--- config.mk ---
export PLATFORM = sky130hd
export DESIGN_NAME = regfile_check_engine
export DESIGN_NICKNAME = d
export VERILOG_FILES = /design/src/rtl/regcheck_pkg.sv /design/src/rtl/regcheck_trace_fifo.sv /design/src/rtl/regfile_check_engine.sv
export SDC_FILE = /design/constraint.sdc
export NUM_CORES = 1
export LEC_CHECK = 0
export ABC_AREA = 1
export BUFFER_PORTS_ARGS = -buffer_cell sky130_fd_sc_hd__buf_2
export CORE_MARGIN = 4
export CORE_UTILIZATION = 47
export CTS_CLUSTER_DIAMETER = 60
export CTS_CLUSTER_SIZE = 14
export DETAILED_ROUTE_END_ITERATION = 16
export HOLD_SLACK_MARGIN = 0.02
export PLACE_DENSITY = 0.8
export SETUP_SLACK_MARGIN = 0.1
export SLEW_MARGIN = 5
export SYNTH_ARGS = -nofsm -noshare
export SYNTH_HDL_FRONTEND = slang
export SYNTH_HIERARCHICAL = 1
export SYNTH_SLANG_ARGS = --single-unit
--- constraint.sdc ---
create_clock -name clock -period 1.65 [get_ports clock]
set_input_delay 0.33 -clock clock [delete_from_list [all_inputs] [get_ports clock]]
set_output_delay 0.33 -clock clock [all_outputs]
set_load 0.1 [all_outputs]
--- src/rtl/regcheck_pkg.sv ---
// Shared types for the register check engine: the controller state encoding and
// helpers that give the field offsets inside a packed trace entry {cycle, rd, rdata}.
package regcheck_pkg;

    typedef enum logic [2:0] {
        IDLE    = 3'd0,
        RUN     = 3'd1,
        ISSUE   = 3'd2,
        COMPARE = 3'd3,
        DONE    = 3'd4
    } state_e;

    function automatic int trace_data_lsb();
        return 0;
    endfunction

    function automatic int trace_rd_lsb(input int data_w);
        return data_w;
    endfunction

    function automatic int trace_cyc_lsb(input int data_w, input int reg_aw);
        return data_w + reg_aw;
    endfunction

endpackage

--- src/rtl/regcheck_trace_fifo.sv ---
// Synchronous FIFO that buffers processor regfile writes observed during RUN.
// A push on a full FIFO only succeeds if a pop happens in the same cycle.
module regcheck_trace_fifo #(
    parameter int WIDTH = 47,
    parameter int DEPTH = 16
) (
    input  logic             clock,
    input  logic             reset,
    input  logic             flush_i,
    input  logic             push_i,
    input  logic             pop_i,
    input  logic [WIDTH-1:0] wdata_i,
    output logic [WIDTH-1:0] rdata_o,
    output logic             full_o,
    output logic             empty_o
);
    localparam int AW = $clog2(DEPTH);

    logic [WIDTH-1:0] mem_q [DEPTH];
    logic [AW-1:0]    wr_q, rd_q;
    logic [AW:0]      cnt_q;
    logic             do_push, do_pop;

    assign full_o  = (cnt_q == (AW+1)'(DEPTH));
    assign empty_o = (cnt_q == '0);
    assign do_pop  = pop_i && !empty_o;
    assign do_push = push_i && (!full_o || do_pop);
    assign rdata_o = mem_q[rd_q];

    // NOTE: storage has no reset; the count and pointers alone decide what is valid.
    always_ff @(posedge clock) begin
        if (do_push) mem_q[wr_q] <= wdata_i;
    end

    always_ff @(posedge clock) begin
        if (reset || flush_i) begin
            wr_q  <= '0;
            rd_q  <= '0;
            cnt_q <= '0;
        end else begin
            if (do_push) wr_q <= wr_q + AW'(1);
            if (do_pop)  rd_q <= rd_q + AW'(1);
            case ({do_push, do_pop})
                2'b10:   cnt_q <= cnt_q + (AW+1)'(1);
                2'b01:   cnt_q <= cnt_q - (AW+1)'(1);
                default: cnt_q <= cnt_q;
            endcase
        end
    end

endmodule

--- src/rtl/regfile_check_engine.sv ---
// Runs the processor for a cycle budget, then scans the regfile through read port A
// against an expected-value ROM. Optional write trace FIFO: define TRACE_FIFO_EN.
module regfile_check_engine
    import regcheck_pkg::*;
#(
    parameter int DATA_W      = 32,
    parameter int NUM_REGS    = 32,
    parameter int REG_AW      = 5,
    parameter int CYC_W       = 10,
    parameter int ERR_W       = 6,
    parameter int TRACE_DEPTH = 16
) (
    input  logic                          clock,
    input  logic                          reset,
    input  logic                          start,
    input  logic [CYC_W-1:0]              num_cycles,
    input  logic                          rwe,
    input  logic [REG_AW-1:0]             rd,
    input  logic [DATA_W-1:0]             rdata,
    output logic                          test_mode,
    output logic [REG_AW-1:0]             test_reg,
    input  logic [DATA_W-1:0]             reg_data,
    output logic [REG_AW-1:0]             exp_addr,
    input  logic [DATA_W-1:0]             exp_data,
    output logic                          busy,
    output logic                          done,
    output logic                          pass,
    output logic [ERR_W-1:0]              error_count,
    output logic [CYC_W-1:0]              cycle_count,
    output logic                          fail_valid,
    output logic [REG_AW-1:0]             fail_reg,
    output logic [DATA_W-1:0]             fail_exp,
    output logic [DATA_W-1:0]             fail_act,
    output logic                          trace_valid,
    input  logic                          trace_ready,
    output logic [CYC_W+REG_AW+DATA_W-1:0] trace_data,
    output logic                          trace_ovf
);
    localparam logic [REG_AW-1:0] LAST_IDX = REG_AW'(NUM_REGS - 1);

    state_e              state_q, state_d;
    logic [CYC_W-1:0]    budget_q, budget_d, cyc_q, cyc_d;
    logic [REG_AW-1:0]   idx_q, idx_d;
    logic [ERR_W-1:0]    err_q, err_d;
    logic                fv_q, fv_d;
    logic [REG_AW-1:0]   freg_q, freg_d;
    logic [DATA_W-1:0]   fexp_q, fexp_d, fact_q, fact_d;
    logic                start_ok, run_last, mismatch;

    assign start_ok = start && (state_q == IDLE || state_q == DONE);
    assign run_last = (budget_q == '0) || (cyc_q == budget_q - CYC_W'(1));
    assign mismatch = (reg_data != exp_data);

    // NOTE: state flops use non-blocking assignment so every register samples pre-edge values.
    always_ff @(posedge clock) begin
        if (reset) state_q <= IDLE;
        else       state_q <= state_d;
    end

    // NOTE: every comb output gets a default first, so no path can infer a latch.
    always_comb begin
        state_d = state_q;
        case (state_q)
            IDLE:    if (start_ok) state_d = RUN;
            RUN:     if (run_last) state_d = ISSUE;
            ISSUE:   state_d = COMPARE;
            COMPARE: state_d = (idx_q == LAST_IDX) ? DONE : ISSUE;
            DONE:    if (start_ok) state_d = RUN;
            default: state_d = IDLE;
        endcase
    end

    always_comb begin
        test_mode = (state_q == ISSUE) || (state_q == COMPARE);
        busy      = (state_q == RUN) || test_mode;
        done      = (state_q == DONE);
    end

    always_comb begin
        budget_d = budget_q;
        cyc_d    = cyc_q;
        idx_d    = idx_q;
        err_d    = err_q;
        fv_d     = fv_q;
        freg_d   = freg_q;
        fexp_d   = fexp_q;
        fact_d   = fact_q;
        if (start_ok) begin
            budget_d = num_cycles;
            cyc_d    = '0;
            idx_d    = '0;
            err_d    = '0;
            fv_d     = 1'b0;
            freg_d   = '0;
            fexp_d   = '0;
            fact_d   = '0;
        end else if (state_q == RUN) begin
            if (cyc_q != budget_q) cyc_d = cyc_q + CYC_W'(1);
        end else if (state_q == COMPARE) begin
            if (mismatch) begin
                if (err_q != {ERR_W{1'b1}}) err_d = err_q + ERR_W'(1);
                if (!fv_q) begin
                    fv_d   = 1'b1;
                    freg_d = idx_q;
                    fexp_d = exp_data;
                    fact_d = reg_data;
                end
            end
            if (idx_q != LAST_IDX) idx_d = idx_q + REG_AW'(1);
        end
    end

    always_ff @(posedge clock) begin
        if (reset) begin
            budget_q <= '0;
            cyc_q    <= '0;
            idx_q    <= '0;
            err_q    <= '0;
            fv_q     <= 1'b0;
            freg_q   <= '0;
            fexp_q   <= '0;
            fact_q   <= '0;
        end else begin
            budget_q <= budget_d;
            cyc_q    <= cyc_d;
            idx_q    <= idx_d;
            err_q    <= err_d;
            fv_q     <= fv_d;
            freg_q   <= freg_d;
            fexp_q   <= fexp_d;
            fact_q   <= fact_d;
        end
    end

    assign test_reg    = idx_q;
    assign exp_addr    = idx_q;
    assign error_count = err_q;
    assign cycle_count = cyc_q;
    assign pass        = done && (err_q == '0);
    assign fail_valid  = fv_q;
    assign fail_reg    = freg_q;
    assign fail_exp    = fexp_q;
    assign fail_act    = fact_q;

`ifdef TRACE_FIFO_EN
    localparam int TW = CYC_W + REG_AW + DATA_W;

    logic [TW-1:0] entry;
    logic          push, pop, full, empty, ovf_q;

    always_comb begin
        entry = '0;
        entry[trace_data_lsb() +: DATA_W]               = rdata;
        entry[trace_rd_lsb(DATA_W) +: REG_AW]           = rd;
        entry[trace_cyc_lsb(DATA_W, REG_AW) +: CYC_W]   = cyc_q;
    end

    assign push = (state_q == RUN) && rwe && (rd != '0);
    assign pop  = trace_ready && !empty;

    regcheck_trace_fifo #(.WIDTH(TW), .DEPTH(TRACE_DEPTH)) u_fifo (
        .clock   (clock),
        .reset   (reset),
        .flush_i (start_ok),
        .push_i  (push),
        .pop_i   (pop),
        .wdata_i (entry),
        .rdata_o (trace_data),
        .full_o  (full),
        .empty_o (empty)
    );

    always_ff @(posedge clock) begin
        if (reset || start_ok)      ovf_q <= 1'b0;
        else if (push && full && !pop) ovf_q <= 1'b1;
    end

    assign trace_valid = !empty;
    assign trace_ovf   = ovf_q;
`else
    logic unused_trace;
    assign unused_trace = ^{trace_ready, rwe, rd, rdata, 1'(TRACE_DEPTH)};
    assign trace_valid  = 1'b0;
    assign trace_data   = '0;
    assign trace_ovf    = 1'b0;
`endif

endmodule
# Yosys cells after proc, flatten, opt, wreduce, memory -nomap -nowiden

Index checks and enable logic that the tools add are counted.
Widths: inputs -> output; s select.

Bitwise gates (word level): 2
Multiplexer cells: 4
Add/sub/neg operators: 4
Reductions and logical operators: 17
Equality and inequality tests: 12

Operators with widths:

| kind                  | count |
|---|---|
| $ne 32x32->1          | 1 |
| $pmux 3 s4            | 1 |
| $add 10x1->10 const B | 1 |
| $eq 10x10->1          | 1 |
| $logic_not 10->1      | 1 |
| $ne 10x10->1          | 1 |
| $sub 10x1->10 const B | 1 |
| $mux 3                | 3 |
| $reduce_and 4->1      | 2 |
| $add 6x1->6 const B   | 1 |
| $eq 3x2->1 const B    | 2 |
| $logic_not 6->1       | 1 |
| $ne 6x6->1 const B    | 1 |
| $reduce_and 3->1      | 2 |
| $add 5x1->5 const B   | 1 |
| $eq 5x5->1 const B    | 1 |
| $ne 5x5->1 const B    | 1 |
| $logic_or 1x1->1      | 4 |
| $reduce_and 2->1      | 2 |
| $reduce_or 2->1       | 2 |
| $eq 3x1->1 const B    | 1 |
| $eq 3x3->1 const B    | 1 |
| $logic_not 3->1       | 1 |
| $logic_and 1x1->1     | 2 |
| other kinds (3)       | 4 |

Input bits: 116
Flip-flop bits (word level): 104
Word-level logic and storage cells: 48

# Depth between registers and ports, before layout

Word-level depth: 5
Gate-level depth with buffers: 15
Depth with buffers taken out: 15

# Worst setup path before layout

Ideal clock, no wire load.

Path type: reg-to-output
From: register err_q[0] (netlist: error_count[0])
To: output port pass
Arrival time: 3.156 ns
Cell stages (with the launch flop): 5
Setup slack: -1.836 ns
Cell sequence: dfxtp_1 inv_1 ha_1 nand4_1 nor3_1

Word-level cells in the longest chain between the ends: 2

Ends and longest elaborated chain:

| element                | RTL line                    | RTL |
|---|---|---|
| start, declared        | regfile_check_engine.sv:44  | `logic [ERR_W-1:0] err_q, err_d;` |
| start signal, assigned | regfile_check_engine.sv:127 | `err_q <= err_d;` |
| $logic_not 6->1        | regfile_check_engine.sv:139 | `assign pass = done && (err_q == '0);` |
| $logic_and 1x1->1      | regfile_check_engine.sv:139 |  |
| end, declared          | regfile_check_engine.sv:27  | `output logic pass,` |

No other way between the ends.

# Worst setup path after layout

From: register err_q[1] (netlist: error_count[1])
To: output port pass

Same word-level chain as after synthesis.

==> summary.md <==
| Metric | Value |
|---|---|
| Outcome | `finished, violations left` |
| Failing checks | `negative setup slack` |
| Synthesized area per cell | `about 7.2 um2` |
| Setup TNS | `-259 ps` |
| Finished Layout Cells | `roughly 1,200` |
| CP startpoint kind | `flop` |
| Die area | `roughly 14,000 um2` |
| Port bufs | `about 180` |
| RSZ-0062 raised after global routing | `yes` |
| Syn Inst Count | `794` |
| Measured slew at the worst slew-check pin | `534 ps` |
| CP endpoint kind | `output pin` |
| Vias in the first global route | `5,538` |
| Final Wtd Congestion | `0.890` |
| Die Y | `118 um` |
| Pre-CTS WS | `-312 ps` |
| Mapped cell area | `5680 um2` |
| Io pins | `265` |
| Final worst slack | `-143 ps` |
| Share of post-route cells with drive strength above 1 | `0.496` |
| Worst hold-check path type | `input port to flop` |
| WL per Instance | `17.5 um` |
| Final worst path period need | `around 1800 ps` |
| Fin. Hold Viols | `0` |
| Final net count | `roughly 1,200` |
| Largest net degree at the start of global routing | `43` |
| Rel. slew slack | `0.646` |
| Antenna violations before repair | `2` |
| Num rows | `39` |
| Synthesis-to-finish area growth | `56.0%` |
| Final worst-path cycle share | `1.09` |
| Total GRT Usage | `0.225` |
| Layout fillers | `roughly 800` |
| Vias/cell | `5.47` |
| Fmax | `0.558 GHz` |
| CTS tree | `done` |
| Die W | `118 um` |
| Hold-fix buffers, CTS | `0` |
| FF+latch count, synth | `104` |
| Core area | `around 12,000 um2` |
| Clk_skew | `12.2 ps` |
| DRC Markers | `0` |
| Routed vias | `~6,500` |
| Number of H-tree levels | `3` |
| Leakage | `3.87 nW` |
| Drt first pass iters | `5` |
| Num CTS Buffers | `9` |
| Drt total wl | `20,800 um` |
| Max-cap violations | `0` |
| Root Buffer | `clkbuf_16` |
| Clk sink count | `between 100 and 150` |
| Setup violators final | `10` |
| Clk slew on worst S/H paths | `70 ps` |
| Final Max Tran Viols | `0` |
| First DRT Iteration DRCs | `466` |
| Antenna-violating nets left | `0` |
| Starting density of the core | `0.489` |
| Sequential-to-total area share from yosys stat | `0.366` |
| PD cells | `between 800 and 900 nW/um2` |
| Inst Count DP | `1,132` |
| Worst path required time | `1320 ps` |
| Worst vdd ir | `between 400 and 500 uV` |
| Final Total Pwr | `7.77 mW` |
| Max clock buf depth | `2` |
| Worst skew pair latency | `340 ps` |
| Distinct cells, synth | `28` |
| Crit-path max FO | `2` |
| Detailed-placement wirelength estimate | `approximately 12,000 um` |
| Grt ovf | `0` |
| Critical path arrival | `~1500 ps` |
| First-pass GRT wire length | `between 20,000 and 30,000 um` |
| Kind of critical path | `flop to output pin` |
| Synth warn | `6` |
critical path: stages (launching register included):
cell	delay, ps
dfxtp_4	360
inv_4	60
ha_4	130
nand4_1	140
nor3_4	230
buf_12	200
placed cells by master, fill, tap and decap left out, types with 4 or more instances in the layout:
master	count
a21oi_2	61
xnor2_1	24
dfxtp_4	20
clkbuf_4	5
buf_6	9
nand2_1	109
buf_2	165
nor2_1	47
nand4_1	85
ha_4	4
nand3_4	4
buf_4	75
nand2_4	53
xor2_1	10
nor2_4	5
inv_1	50
nor3_1	5
o21ai_0	13
a21oi_1	33
nand3_1	23
inv_4	7
nor2_2	6
nand2_2	24
buf_12	14
dfxtp_2	10
clkbuf_16	20
buf_8	7
inv_2	11
conb_1	49
dfxtp_1	74
kinds of logic after synthesis:
family          after synthesis  share of synthesized area
other cells                   1                   0.000660
flops                       104                      0.366
compound gates              112                      0.106
xor+xnor                     37                     0.0570
simple gates                367                      0.299
fa+ha+maj                     6                     0.0132
buf+inv                     167                      0.158
cell usage after synthesis:
cell / n / share of area
a21oi_1: 84 / 0.074
a21oi_2: 10 / 0.015
buf_1: 6 / 0.0040
buf_12: 1 / 0.0035
buf_2: 23 / 0.020
buf_4: 56 / 0.074
buf_6: 2 / 0.0040
clkbuf_1: 11 / 0.0073
conb_1: 1 / 0.00066
dfxtp_1: 104 / 0.37
ha_1: 6 / 0.013
inv_1: 62 / 0.041
inv_2: 6 / 0.0040
nand2_1: 174 / 0.11
nand2_2: 11 / 0.012
nand3_1: 27 / 0.024
nand3_4: 1 / 0.0031
nand3b_1: 1 / 0.0013
nand4_1: 85 / 0.094
nor2_1: 56 / 0.037
nor2_2: 2 / 0.0022
nor3_1: 7 / 0.0062
nor3_4: 1 / 0.0029
nor4_1: 2 / 0.0022
o21ai_0: 17 / 0.015
o21bai_1: 1 / 0.0013
xnor2_1: 27 / 0.042
xor2_1: 10 / 0.015
layer usage:
layer | track usage | vias to the layer above | share of wire
met4 | 0.0996 | 0 | 0.036
met1 | 0.284 | 3087 | 0.40
met2 | 0.377 | 333 | 0.50
met3 | 0.0404 | 61 | 0.068
met5 | 0 | - | 0
li1 | - | 3035 | -
through the flow:
| step | hold slack [ps] | utilization | instance area (um2) |
|---|---|---|---|
| 4_1_cts | 182 | 0.650 | 7540 |
| 3_3_place_gp | 445 | 0.610 | 7090 |
| 3_5_place_dp | 447 | 0.610 | 7090 |
| 5_1_grt | 210 | 0.763 | 8870 |
| 2_1_floorplan | 399 | - | 6010 |
| 6_report | 203 | 0.763 | 8870 |
worst paths after layout:
path                            depth (start not counted)  slack, ps            from           to
worst min-delay path                                    2        200           reset   state_q[2]
worst min register to register                          2        470     fail_act[1]  fail_act[1]
worst max register to register                          9        -30      state_q[1]  fail_exp[5]
worst max-delay path                                    5       -140  error_count[1]         pass
report_power, final:
| part | internal (mW) | switching, mW |
|---|---|---|
| sequential | 2.58 | 0.115 |
| clock | 1.29 | 1.05 |
| combinational | 0.836 | 1.89 |
| total | 4.71 | 3.06 |
timing repair:
action / in CTS / in global routing
cloned: 0 / 16
buffers inserted: 7 / 19
pin swaps: 15 / 72
endpoints found under the setup margin: 23 / 96
gates resized for setup: 32 / 233
layout make-up:
cell class                      count  area (um2)  share of cell area
Timing Repair Buffer              286        2190               0.247
Clock inverter                      6        70.1             0.00790
Antenna cell                        2        5.00            0.000564
Clock buffer                       10         250              0.0282
Sequential cell                   104        2170               0.245
Multi-Input combinational cell    573        3730               0.420
Inverter                           68         275              0.0310
Tap cell                          143         179              0.0202
(Power assumes the default switching activity.)
